[config.mk]
export PLATFORM = sky130hd
export DESIGN_NAME = mcu_core_param_flat
export DESIGN_NICKNAME = d
export VERILOG_FILES = /design/src/rtl/mcu_core_param_if.sv /design/src/rtl/mcu_core_param.sv /design/src/flat_wrapper.sv
export SDC_FILE = /design/constraint.sdc
export NUM_CORES = 1
export LEC_CHECK = 0
export CORE_MARGIN = 8
export CORE_UTILIZATION = 67
export CTS_CLUSTER_SIZE = 25
export DETAILED_ROUTE_END_ITERATION = 10
export GPL_TIMING_DRIVEN = 0
export PLACE_DENSITY = 0.83
export SETUP_SLACK_MARGIN = 0.02
export SLEW_MARGIN = 20
export SYNTH_ARGS = -nofsm -noshare
export SYNTH_HDL_FRONTEND = slang
export SYNTH_SLANG_ARGS = --single-unit
[constraint.sdc]
create_clock -name clk -period 8.75 [get_ports clk]
set_input_delay 1.75 -clock clk [delete_from_list [all_inputs] [get_ports clk]]
set_output_delay 1.75 -clock clk [all_outputs]
set_load 0.01 [all_outputs]
[src/rtl/mcu_core_param_if.sv]
// Control, load-port and output-port bundle for mcu_core_param.
// master drives start and the load port; slave is the core.
interface mcu_core_param_if #(
    parameter int DATA_W = 8,
    parameter int PC_W   = 5
);
    logic              start;
    logic              prog_we;
    logic              prog_sel;
    logic [PC_W-1:0]   prog_addr;
    logic [DATA_W-1:0] prog_data;
    logic              busy;
    logic              halted;
    logic [PC_W-1:0]   pc_out;
    logic [DATA_W-1:0] out_data;
    logic              out_valid;

    modport master (
        output start, prog_we, prog_sel, prog_addr, prog_data,
        input  busy, halted, pc_out, out_data, out_valid
    );

    modport slave (
        input  start, prog_we, prog_sel, prog_addr, prog_data,
        output busy, halted, pc_out, out_data, out_valid
    );
endinterface

[src/rtl/mcu_core_param.sv]
// Parametrised 4-register core with a FETCH/EXEC sequencer, page-relative JZ and an output port.
// Optional macro MCU_SINGLE_STEP_EN adds a step input that gates each FETCH.
//
// state | meaning
// IDLE  | after reset, load port open, waiting for start
// FETCH | latch pmem[pc] into instr (stalls without step when single-step is built in)
// EXEC  | execute instr, advance pc or halt
// HALT  | self-loop JZ reached, load port open, waiting for start
module mcu_core_param #(
    parameter int DATA_W     = 8,
    parameter int PMEM_DEPTH = 32,
    parameter int DMEM_DEPTH = 16
) (
    input logic clk,
    input logic rst_n,
`ifdef MCU_SINGLE_STEP_EN
    input logic step,
`endif
    mcu_core_param_if.slave bus
);
    localparam int PC_W = $clog2(PMEM_DEPTH);
    localparam int DA_W = $clog2(DMEM_DEPTH);
    localparam logic [DA_W-1:0] OUT_ADDR = DA_W'(DMEM_DEPTH - 1);

    typedef enum logic [1:0] {S_IDLE, S_FETCH, S_EXEC, S_HALT} state_t;

    state_t            state;
    logic [PC_W-1:0]   pc;
    logic [7:0]        instr;
    logic [DATA_W-1:0] rf [4];
    logic [DATA_W-1:0] port_data;
    logic              port_valid;
    logic              busy;
    logic              halted;

    logic [7:0]        pmem [PMEM_DEPTH];
    logic [DATA_W-1:0] dmem [DMEM_DEPTH];

    logic [1:0]        op, ra, rb, fn;
    logic [3:0]        imm;
    logic [DA_W-1:0]   daddr;
    logic [DATA_W-1:0] alu_res;
    logic [PC_W-1:0]   jz_target;
    logic [PC_W-1:0]   pc_inc;
    logic [7:0]        pd8;
    logic              step_ok;

    assign op        = instr[7:6];
    assign ra        = instr[5:4];
    assign rb        = instr[3:2];
    assign fn        = instr[1:0];
    assign imm       = instr[3:0];
    assign daddr     = imm[DA_W-1:0];
    assign pc_inc    = pc + PC_W'(1);
    // Jump stays inside the current 16-instruction page.
    assign jz_target = (pc & ~PC_W'(15)) | PC_W'(imm);

`ifdef MCU_SINGLE_STEP_EN
    assign step_ok = step;
`else
    assign step_ok = 1'b1;
`endif

    generate
        if (DATA_W >= 8) begin : g_pd_wide
            assign pd8 = bus.prog_data[7:0];
        end else begin : g_pd_narrow
            assign pd8 = {{(8 - DATA_W){1'b0}}, bus.prog_data};
        end
    endgenerate

    always_comb begin
        alu_res = '0;
        case (fn)
            2'b00: alu_res = rf[ra] + rf[rb];
            2'b01: alu_res = rf[ra] - rf[rb];
            2'b10: alu_res = rf[ra] & rf[rb];
            2'b11: alu_res = rf[ra] ^ rf[rb];
        endcase
    end

    always_ff @(posedge clk or posedge rst_n) begin
        if (rst_n) begin
            state      <= S_IDLE;
            pc         <= '0;
            instr      <= '0;
            port_data  <= '0;
            port_valid <= 1'b0;
            busy       <= 1'b0;
            halted     <= 1'b0;
            for (int i = 0; i < 4; i++) rf[i] <= '0;
        end else begin
            port_valid <= 1'b0;
            case (state)
                S_IDLE, S_HALT: begin
                    if (bus.start) begin
                        state  <= S_FETCH;
                        pc     <= '0;
                        busy   <= 1'b1;
                        halted <= 1'b0;
                    end
                end
                S_FETCH: begin
                    if (step_ok) begin
                        instr <= pmem[pc];
                        state <= S_EXEC;
                    end
                end
                S_EXEC: begin
                    state <= S_FETCH;
                    pc    <= pc_inc;
                    case (op)
                        2'b00: rf[ra] <= dmem[daddr];
                        2'b01: begin
                            if (daddr == OUT_ADDR) begin
                                port_data  <= rf[ra];
                                port_valid <= 1'b1;
                            end
                        end
                        2'b10: rf[ra] <= alu_res;
                        2'b11: begin
                            if (rf[ra] == '0) begin
                                if (jz_target == pc) begin
                                    state  <= S_HALT;
                                    pc     <= pc;
                                    busy   <= 1'b0;
                                    halted <= 1'b1;
                                end else begin
                                    pc <= jz_target;
                                end
                            end
                        end
                    endcase
                end
                default: state <= S_IDLE;
            endcase
        end
    end

    // Memories are deliberately outside the reset domain so contents survive reset.
    always_ff @(posedge clk) begin
        if (bus.prog_we && !busy) begin
            if (bus.prog_sel) dmem[bus.prog_addr[DA_W-1:0]] <= bus.prog_data;
            else              pmem[bus.prog_addr]           <= pd8;
        end
        if (state == S_EXEC && op == 2'b01) dmem[daddr] <= rf[ra];
    end

    assign bus.busy      = busy;
    assign bus.halted    = halted;
    assign bus.pc_out    = pc;
    assign bus.out_data  = port_data;
    assign bus.out_valid = port_valid;
endmodule

[src/flat_wrapper.sv]
// flat-port wrapper written by rule: the top's interface ports become plain ports
module mcu_core_param_flat 
#(
    parameter int DATA_W     = 8,
    parameter int PMEM_DEPTH = 32,
    parameter int DMEM_DEPTH = 16
)
  (clk, rst_n, bus_start, bus_prog_we, bus_prog_sel, bus_prog_addr, bus_prog_data, bus_busy, bus_halted, bus_pc_out, bus_out_data, bus_out_valid);
  mcu_core_param_if #(.DATA_W(DATA_W)) bus_i ();
  input logic clk;
  input logic rst_n;
  input wire logic [$bits(bus_i.start)-1:0] bus_start;
  input wire logic [$bits(bus_i.prog_we)-1:0] bus_prog_we;
  input wire logic [$bits(bus_i.prog_sel)-1:0] bus_prog_sel;
  input wire logic [$bits(bus_i.prog_addr)-1:0] bus_prog_addr;
  input wire logic [$bits(bus_i.prog_data)-1:0] bus_prog_data;
  output wire logic [$bits(bus_i.busy)-1:0] bus_busy;
  output wire logic [$bits(bus_i.halted)-1:0] bus_halted;
  output wire logic [$bits(bus_i.pc_out)-1:0] bus_pc_out;
  output wire logic [$bits(bus_i.out_data)-1:0] bus_out_data;
  output wire logic [$bits(bus_i.out_valid)-1:0] bus_out_valid;
  assign bus_i.start = bus_start;
  assign bus_i.prog_we = bus_prog_we;
  assign bus_i.prog_sel = bus_prog_sel;
  assign bus_i.prog_addr = bus_prog_addr;
  assign bus_i.prog_data = bus_prog_data;
  assign bus_busy = bus_i.busy;
  assign bus_halted = bus_i.halted;
  assign bus_pc_out = bus_i.pc_out;
  assign bus_out_data = bus_i.out_data;
  assign bus_out_valid = bus_i.out_valid;
  mcu_core_param #(.DATA_W(DATA_W), .PMEM_DEPTH(PMEM_DEPTH), .DMEM_DEPTH(DMEM_DEPTH)) u_core (.clk(clk), .rst_n(rst_n), .bus(bus_i));
endmodule
==> results.yml <==
clocking:
  cts_max_level: 2
  cts-root-buf: "clkbuf_16"
  worstSkewPairLatency_ns: 0.58
  holdBufCountCts: 0
  cts_tree: "yes"
  cts_made_buffers: 45
  cts_setup_buffers: 0
  cts_buffer_depth: 3
  cts.reportedPaths.clkPinSlew_ns: 0.06
  cts_sinks: 442
  cts_resized: 0
yosys:
  synthArstFlopShare_pct: 13.1
  yosysMostFrequentCell: "edfxtp_1"
  synth-main-ff-cell: "edfxtp_1"
  synth_top_area_cell: "edfxtp_1"
  synth_edf_count: 384
  synth_compound_area_share_pct: 3.41
  synth-xor-area-share_pct: 0.700
  ys_top_cells_by_count: "edfxtp_1, mux4_2, mux2_2"
  yosysUniqueCellTypes: 56
  yosys-top-cells-area: "edfxtp_1, mux4_2, dfrtp_1"
  synth_mux_area_share_pct: 22.5
  synth_area_per_cell_sq_um: 17.0
  synth-seq-cells: 442
  syn_nets: 1218
  ys_warn_count: 0
  synth_top_family_by_area: "multiplexers"
  synthSimpleGateAreaFrac_pct: 5.21
  synth_fa_ha_area_share_pct: 1.35
  synth_top_cell_area_share_pct: 57.6
  syn-cell-area_sq_um: 20000
  synthCells: 1179
  seq_area_frac_synth_pct: 64.9
detailed_routing:
  post-route-drc-count: 0
  dr.pass1.iters: 5
  drt-initial-drc-count: 1503
  post_drt_wl_per_cell_microns: 28.7
  routed_via_density: 6.94
  ant_nets: 0
  routed_wl_microns: 48400
  vias: 11700
setup_path:
  path_common_cell: "clkbuf_1"
  cp.required_ns: 8.93
  path_buf_inv: 5
  r2r-end: "u_core.dmem[15][0]"
  r2r_start: "u_core.instr[1]"
  reg2reg_depth: 7
  critPathKind: "register to register"
  regToRegSetupSlack_ns: 4.61
  slowest_delay_ns: 0.65
  critPathMaxFanout: 10
  crit_chain: "clkbuf_1 -> buf_4 -> clkbuf_1 -> buf_1 -> nand3_1 -> clkbuf_1 -> o21ai_1"
  crit_slowest_cell: "o21ai_1"
  crit_family: "buffers and inverters"
  cp-end-kind: "register"
  arrival_ns: 4.32
  startpoint_type: "register"
timing:
  finalCriticalPeriod_ns: 4.14
  hold_violations: 0
  clock_skew_ns: 0.0294
  tightest_slew_ns: 1.04
  post-route-period-util_pct: 47.3
  fin_tns_setup_ns: 0
  rsz0062_at_grt: "false"
  slew_headroom_pct: 30.5
  setup_viol: 0
  timing.fmax_ghz: 0.242
  slew_violations: 0
layout:
  num-nets-final: 1297
  layout-drive-gt1-share_pct: 27.7
  syn2layout_area_growth_pct: 11.8
  final_cell_count_no_fill: 1685
  final_util_pct: 75.7
  antenna_cells: 0
pwr:
  powerDensity_nw_per_um2: 309
  leakagePower_nw: 7.46
  peakVddDrop_mv: 0.328
  p_total_mw: 6.92
die:
  initial_utilization_pct: 67.7
  top_level_ports: 34
  die_w_microns: 189
  num_rows: 63
  die_area_sq_um: 35700
  die_y_microns: 189
  design.core.area_sq_um: 29600
placement:
  detailed_place_hpwl_microns: 32100
  port_buffers: 31
  finalWeightedCongestion: 0.870
  placed_cells_incl_taps: 1601
min_path:
  hold-path-endpoint: "u_core.bus.out_data[0]"
  whs_path_depth: 2
  worstHoldPathType: "register to register"
  hp-start: "u_core.bus.out_data[0]"
global_route:
  grt_pass1_wl_microns: 72900
  grt_usage_pct: 27.3
  first_global_vias: 11700
  overflow: 0
  antenna_found_initial: 3
  grt_max_degree: 54
flow_run:
  maxCapViolCount: 0
outcome:
  status: "finished clean"
==> worst min-delay path: cells and delay by family, from the launching register on <==
kind          cells  cell delay [ns]
simple gates      2             0.11
flops             1             0.34
==> power breakdown <==
group          leakage (nW)  total [mW]  switching [mW]  internal (mW)
logic                  2.50        2.45            1.42           1.03
registers              4.20        2.48          0.0815           2.39
clock network         0.755        2.00           0.831           1.17
==> layout make-up <==
class                           instances  area, sq um
Fill cell                            1619         7180
Tap cell                              390          488
Sequential cell                       442        13000
Buffer                                 78          349
Inverter                               11         43.8
Timing Repair Buffer                   32          298
Clock inverter                         26          343
Multi-Input combinational cell        648         6670
Clock buffer                           58         1200
==> per-layer routing <==
layer / GRT usage [%] / wire (microns) / vias up
li1: - / - / 4846
met1: 38.4 / 18600 / 5915
met2: 42.8 / 23100 / 815
met3: 6.52 / 5410 / 113
met4: 7.34 / 1170 / 6
met5: 0 / 70 / -
==> placed cells by master, fill, tap and decap left out, drive strengths merged, types with 4 or more instances in the layout <==
cell type / netlist / routed
dfrtp: 58 / 58
nand3b: 6 / 6
mux4: 135 / 135
clkbuf: 49 / 107
mux2: 116 / 116
mux2i: 16 / 16
clkinv: 0 / 16
o21a: 4 / 4
nand3: 9 / 9
inv: 11 / 13
nor2b: 8 / 8
a211oi: 6 / 6
edfxtp: 384 / 384
nor2: 59 / 59
bufinv: 0 / 6
nor3b: 6 / 6
or3: 4 / 4
buf: 29 / 38
nand2b: 9 / 9
nor3: 7 / 7
o21ai: 54 / 54
xnor2: 8 / 8
nand2: 107 / 107
a21oi: 25 / 25
o31ai: 5 / 5
xor2: 8 / 8
ha: 20 / 20
clkdlybuf4s50: 0 / 23
==> flip-flops by register name (all words and copies together), names as in the netlist, 2 cells and up <==
signal / flops
u_core.state: 2
u_core.dmem: 128
u_core.bus.out_data: 8
u_core.instr: 8
u_core.rf: 32
u_core.pmem: 256
u_core.bus.pc_out: 5
==> logic make-up after synthesis <==
logic type      after synthesis
mux                         267
fa+ha+maj                    21
buf+inv                      89
simple gates                228
compound gates              116
xor+xnor                     16
flops                       442
==> stage by stage <==
stage                     area, sq um  setup slack, ns  hold slack, ns
after global routing            22400             4.57           0.504
after floorplan                 20000             5.40           0.467
after detailed placement        20800             4.21           0.463
after CTS                       22400             4.76           0.486
final                           22400             4.61           0.486
after global placement          20800             4.17           0.464
==> worst max path at each step <==
stage	from	end	slack (ns)	depth (start not counted)
2_1_floorplan	bus_prog_sel	u_core.pmem[15][0]	5.40	3
3_3_place_gp	bus_prog_we	u_core.pmem[13][4]	4.17	4
3_5_place_dp	bus_prog_we	u_core.pmem[14][5]	4.21	4
4_1_cts	bus_prog_we	u_core.pmem[15][0]	4.76	4
5_1_grt	u_core.instr[1]	u_core.dmem[15][4]	4.57	7
6_report	u_core.instr[1]	u_core.dmem[15][0]	4.61	7
Note: power is estimated with default switching activity, not from simulation.
